$ cat src/rtl/fetch_top.sv
// Instruction fetch stage: PC register, PC+4 / redirect selection and the
// fetch-to-decode pipeline register with stall and flush control.
// Optional performance counters are built only when the macro
// FETCH_PERF_COUNT_EN is defined; otherwise both counters read constant 0.
module fetch_top #(
  parameter int unsigned      WIDTH     = 32,
  parameter logic [WIDTH-1:0] RESET_PC  = '0,
  parameter logic [31:0]      NOP_INSTR = 32'h0000_0013
) (
  input  logic             clk,
  input  logic             rst,
  input  logic             StallF,
  input  logic             StallD,
  input  logic             FlushD,
  input  logic             PCSrcE,
  input  logic [WIDTH-1:0] PCTargetE,
  input  logic [31:0]      InstrF,
  output logic [WIDTH-1:0] PCF,
  output logic [31:0]      InstrD,
  output logic [WIDTH-1:0] PCD,
  output logic [WIDTH-1:0] PCPlus4D,
  output logic             ValidD,
  output logic [31:0]      FetchCount,
  output logic [31:0]      RedirectCount
);

  logic [WIDTH-1:0] pc_q, pc_d;
  logic [WIDTH-1:0] pc_plus4_f;
  logic [WIDTH-1:0] pc_next;
  logic [31:0]      instr_dec_q, instr_dec_d;
  logic [WIDTH-1:0] pc_dec_q, pc_dec_d;
  logic [WIDTH-1:0] pc4_dec_q, pc4_dec_d;
  logic             valid_dec_q, valid_dec_d;
  logic             dec_load;

  assign pc_plus4_f = pc_q + WIDTH'(4);
  assign pc_next    = PCSrcE ? PCTargetE : pc_plus4_f;
  // A decode load (not flushed, not stalled) is what the fetch counter counts.
  assign dec_load   = !FlushD && !StallD;

  // Next PC: a redirect beats StallF; the target is forced word-aligned.
  always_comb begin
    pc_d = pc_q;
    if (PCSrcE || !StallF) begin
      pc_d = pc_next & ~WIDTH'(3);
    end
  end

  // Next decode-register contents: flush beats stall, stall holds.
  always_comb begin
    instr_dec_d = instr_dec_q;
    pc_dec_d    = pc_dec_q;
    pc4_dec_d   = pc4_dec_q;
    valid_dec_d = valid_dec_q;
    if (FlushD) begin
      instr_dec_d = NOP_INSTR;
      pc_dec_d    = '0;
      pc4_dec_d   = '0;
      valid_dec_d = 1'b0;
    end else if (!StallD) begin
      instr_dec_d = InstrF;
      pc_dec_d    = pc_q;
      pc4_dec_d   = pc_plus4_f;
      valid_dec_d = 1'b1;
    end
  end

  // PC and decode register; reset drops any pending redirect target.
  always_ff @(posedge clk) begin
    if (rst) begin
      pc_q        <= RESET_PC;
      instr_dec_q <= NOP_INSTR;
      pc_dec_q    <= '0;
      pc4_dec_q   <= '0;
      valid_dec_q <= 1'b0;
    end else begin
      pc_q        <= pc_d;
      instr_dec_q <= instr_dec_d;
      pc_dec_q    <= pc_dec_d;
      pc4_dec_q   <= pc4_dec_d;
      valid_dec_q <= valid_dec_d;
    end
  end

  assign PCF      = pc_q;
  assign InstrD   = instr_dec_q;
  assign PCD      = pc_dec_q;
  assign PCPlus4D = pc4_dec_q;
  assign ValidD   = valid_dec_q;

`ifdef FETCH_PERF_COUNT_EN
  logic [31:0] fetch_cnt_q;
  logic [31:0] redir_cnt_q;

  // Saturating event counters for decode loads and redirects.
  always_ff @(posedge clk) begin
    if (rst) begin
      fetch_cnt_q <= '0;
      redir_cnt_q <= '0;
    end else begin
      if (dec_load && (fetch_cnt_q != 32'hFFFF_FFFF)) begin
        fetch_cnt_q <= fetch_cnt_q + 32'd1;
      end
      if (PCSrcE && (redir_cnt_q != 32'hFFFF_FFFF)) begin
        redir_cnt_q <= redir_cnt_q + 32'd1;
      end
    end
  end

  assign FetchCount    = fetch_cnt_q;
  assign RedirectCount = redir_cnt_q;
`else
  logic unused_dec_load;
  assign unused_dec_load = dec_load;
  assign FetchCount      = '0;
  assign RedirectCount   = '0;
`endif

endmodule

$ cat config.mk
export PLATFORM = sky130hd
export DESIGN_NAME = fetch_top
export DESIGN_NICKNAME = d
export VERILOG_FILES = /design/src/rtl/fetch_top.sv
export SDC_FILE = /design/constraint.sdc
export NUM_CORES = 1
export LEC_CHECK = 0
export BUFFER_PORTS_ARGS = -buffer_cell sky130_fd_sc_hd__buf_2
export CORE_MARGIN = 5
export CORE_UTILIZATION = 30
export DETAILED_ROUTE_END_ITERATION = 7
export SYNTH_ARGS = -nofsm -noshare
export SYNTH_HDL_FRONTEND = slang
export SYNTH_SLANG_ARGS = --single-unit
export TNS_END_PERCENT = 5
$ cat constraint.sdc
create_clock -name clk -period 2.4 [get_ports clk]
set_input_delay 0 -clock clk [delete_from_list [all_inputs] [get_ports clk]]
set_output_delay 0 -clock clk [all_outputs]
set_load 0.005 [all_outputs]
==> run_results.csv <==
group,metric,value,unit
outcome,status,"finished, final reports clean",
detailed_routing,drc,0,
critical_path,worst_setup_path_end_kind,"flip-flop",
clock_network,insertion_delay,420,ps
synthesis,synth_top_family_by_area,"simple AND/OR/NAND/NOR gates",
synthesis,syn_area_per_cell,8.72,sq um
synthesis,synth_cell_types,39,
layout,drive_above_1_share,26.8,%
grt,grt_pass1_vias,5194,
synthesis,synth.top_cell.area_share,41.7,%
synthesis,synth_compound_area_share,9.23,%
timing,hold_violations,0,
layout,fillCellCount,1940,
synthesis,yosys_warnings,0,
clock_network,cts_tree,"built",
timing,tightest_slew,774,ps
synthesis,synth.area.top_cells,"dfxtp_1 (42%), mux2i_1 (12%), buf_4 (8.9%)",
detailed_routing,drt-total-wl,17.9,mm
clock_network,cts_buffer_depth,2,
layout,area_growth_syn_to_layout,38.6,%
critical_path,worstReg2RegStart,"PCF[2]$_SDFFE_PP0P_",
detailed_routing,num_vias,5207,
critical_path,crit_start,"PCF[2]$_SDFFE_PP0P_",
power_and_ir_drop,irDropWorstVdd,0.000466,V
synthesis,synth_xor_area_share,7.41,%
detailed_routing,drtAntennaViolNets,0,
clock_network,cts.sinks,123,
timing,fin_crit,2170,ps
die,initial_core_util,30.4,%
timing,fin_hold_ws,26.3,ps
detailed_routing,drt_iter0_drc,268,
critical_path,crit_required,2700,ps
synthesis,synthAdderAreaFrac,0.212,%
clock_network,cts_root_buffer,"clkbuf_16",
critical_path,critPathKind,"reg -> reg",
clock_network,h-tree-depth,4,
critical_path,worstPathArrival,2470,ps
timing,slew_headroom,48.4,%
place,gp_congestion,0.762,
min_path,holdCritPathClass,"in -> reg",
flow_run,drv_cap,0,
timing,worst_slack,231,ps
synthesis,synth_area_leader_cell,"dfxtp_1",
detailed_routing,avgRoutedWirePerCell,14.9,um
timing,rsz0062_at_grt,"false",
grt,gr-total-overflow,0,
synthesis,synthMuxAreaShare,11.9,%
place,pre_cts_ws,267,ps
synthesis,synth-seq-cells,123,
synthesis,yosysSeqAreaShare,41.7,%
timing,setup-violations-final,0,
synthesis,synthSimpleGateAreaFrac,15.9,%
grt,grt_use_total,15.9,%
power_and_ir_drop,p_leak,3.93,nW
die,die_width,150,um
critical_path,cp_max_fo,7,
clock_network,cts_made_buffers,17,
place,dpl.hpwl,12.5,mm
place,portBuffers,190,
power_and_ir_drop,power_density,681,mW/mm^2
synthesis,synth_cells,678,
grt,grt_pass1_wl,27.9,mm
die,io_pins,263,
layout,final_util,42.1,%
timing,slew_viol_final,0,
timing,tns,0,ps
die,die_h,150,um
die,core_area,0.0195,sq mm
clock_network,cts_setup_buffers,0,
min_path,min_from,"FlushD",
layout,finalNetCount,993,
grt,grt_antenna_before_repair,1,
detailed_routing,firstDrtPassIters,4,
detailed_routing,vias_per_cell,4.34,
clock_network,clkTransAtPathRegs,60,ps
power_and_ir_drop,power,5.58,mW
die,dieArea,0.0226,sq mm
timing,finClkSkew,9.91,ps
synthesis,netlist_area,0.00591,sq mm
die,row_count,51,
clock_network,cts_resized,0,
grt,grt_start_max_net_pins,61,
timing,clock.fmax,461,MHz
critical_path,cp-start-kind,"flip-flop",
timing,finalCritPeriodShare,90.4,%
==> Yosys cell counts <==
cell	number
clkbuf_2	2
o211a_1	1
a21oi_1	49
buf_1	7
and3_1	6
conb_1	1
or4b_2	1
nand2_1	27
or2_2	2
mux2i_1	69
inv_1	21
o32ai_1	1
a211oi_1	2
a311oi_1	1
o31a_1	1
o22ai_1	1
buf_2	11
nor2_1	101
o21ai_0	23
nor3_1	8
and4_1	4
nor4_1	3
nand4b_1	3
nand3_1	15
xor2_1	24
xnor2_1	26
o21a_1	17
nor3_4	1
ha_1	1
or3_1	1
dfxtp_1	123
nand4_1	15
nor2b_1	6
clkbuf_1	30
nor4_4	1
buf_4	70
nand4_4	1
mux2_2	1
nand3b_1	1
==> per-layer routing <==
| metal | wire length (um) | global-route usage, % | vias to the layer above |
|---|---|---|---|
| met5 | 0 | 0 | - |
| li1 | - | - | 2619 |
| met3 | 1180 | 4.88 | 23 |
| met4 | 297 | 4.71 | 0 |
| met1 | 7560 | 19.3 | 2400 |
| met2 | 8820 | 27.1 | 165 |
==> worst max-delay path, stage by stage, from the launching register on <==
cell and delay, ps:
dfxtp_1 440, ha_1 280, nand4_1 260, nor2_1 430, nand3_1 210, o21a_1 210, o31a_1 230
==> area by class of cell <==
class                      count  area, sq um  share of cell area [%]
timing repair buffer         276         1780                    21.7
clock inverter                10          163                    1.99
sequential                   123         2460                    30.1
clock buffer                  22          474                    5.79
multi-input combinational    483         2900                    35.4
inverter                      21         78.8                   0.962
tap                          265          332                    4.05
antenna                        1         2.50                  0.0305
==> power by group <==
| group | total (mW) | switching (mW) | internal, mW |
|---|---|---|---|
| sequential | 2.20 | 0.0792 | 2.12 |
| combinational | 0.621 | 0.312 | 0.309 |
| clock | 2.75 | 0.931 | 1.82 |
==> path summary, 6_finish.rpt <==
path	depth (start not counted)	slack, ps	end
worst min register to register	2	460	PCPlus4D[7]$_SDFFE_PP0N_
worst max-delay path	6	230	PCF[26]$_SDFFE_PP0P_
worst min-delay path	3	30	PCD[11]$_SDFFE_PP0N_
worst max register to register	6	230	PCF[26]$_SDFFE_PP0P_
==> per-stage QoR <==
step	cell area [sq um]	instances
5_1_grt	8190	1201
2_1_floorplan	6170	747
6_report	8190	1201
3_3_place_gp	6930	1106
4_1_cts	8190	1200
3_5_place_dp	6930	1106
==> sequential cells by signal (all words and copies together) (netlist names) <==
signal    flops
InstrD       32
PCD          30
PCF          30
PCPlus4D     30
ValidD        1
==> logic make-up after synthesis <==
kind of cell,Yosys count
fa+ha+maj,1
buf+inv,141
flops,123
xor+xnor,50
mux,70
simple gates,196
compound gates,96
other cells,1
==> placed cells by master (no fill, tap or decap), types with 3 or more instances in the layout <==
| master | Yosys | layout |
|---|---|---|
| clkbuf_16 | 0 | 17 |
| nor2b_1 | 6 | 6 |
| and3_1 | 6 | 6 |
| xor2_1 | 24 | 24 |
| buf_2 | 11 | 189 |
| o21a_1 | 17 | 17 |
| nand3_1 | 15 | 15 |
| clkbuf_8 | 0 | 3 |
| nor4_1 | 3 | 3 |
| nor3_1 | 8 | 8 |
| and4_1 | 4 | 4 |
| a21oi_1 | 49 | 49 |
| bufinv_16 | 0 | 4 |
| buf_4 | 70 | 23 |
| o21ai_0 | 23 | 23 |
| dfxtp_1 | 123 | 123 |
| nand4b_1 | 3 | 3 |
| nor2_1 | 101 | 101 |
| mux2i_1 | 69 | 69 |
| inv_1 | 21 | 21 |
| dlygate4sd3_1 | 0 | 62 |
| nand4_1 | 15 | 15 |
| conb_1 | 1 | 70 |
| xnor2_1 | 26 | 26 |
| nand2_1 | 27 | 27 |
==> timing repair <==
item	CTS	global route
hold buffers	62	0
endpoints found under the hold margin	62	0
setup endpoints to repair	0	0
Note: power is estimated with default switching activity, not from simulation.
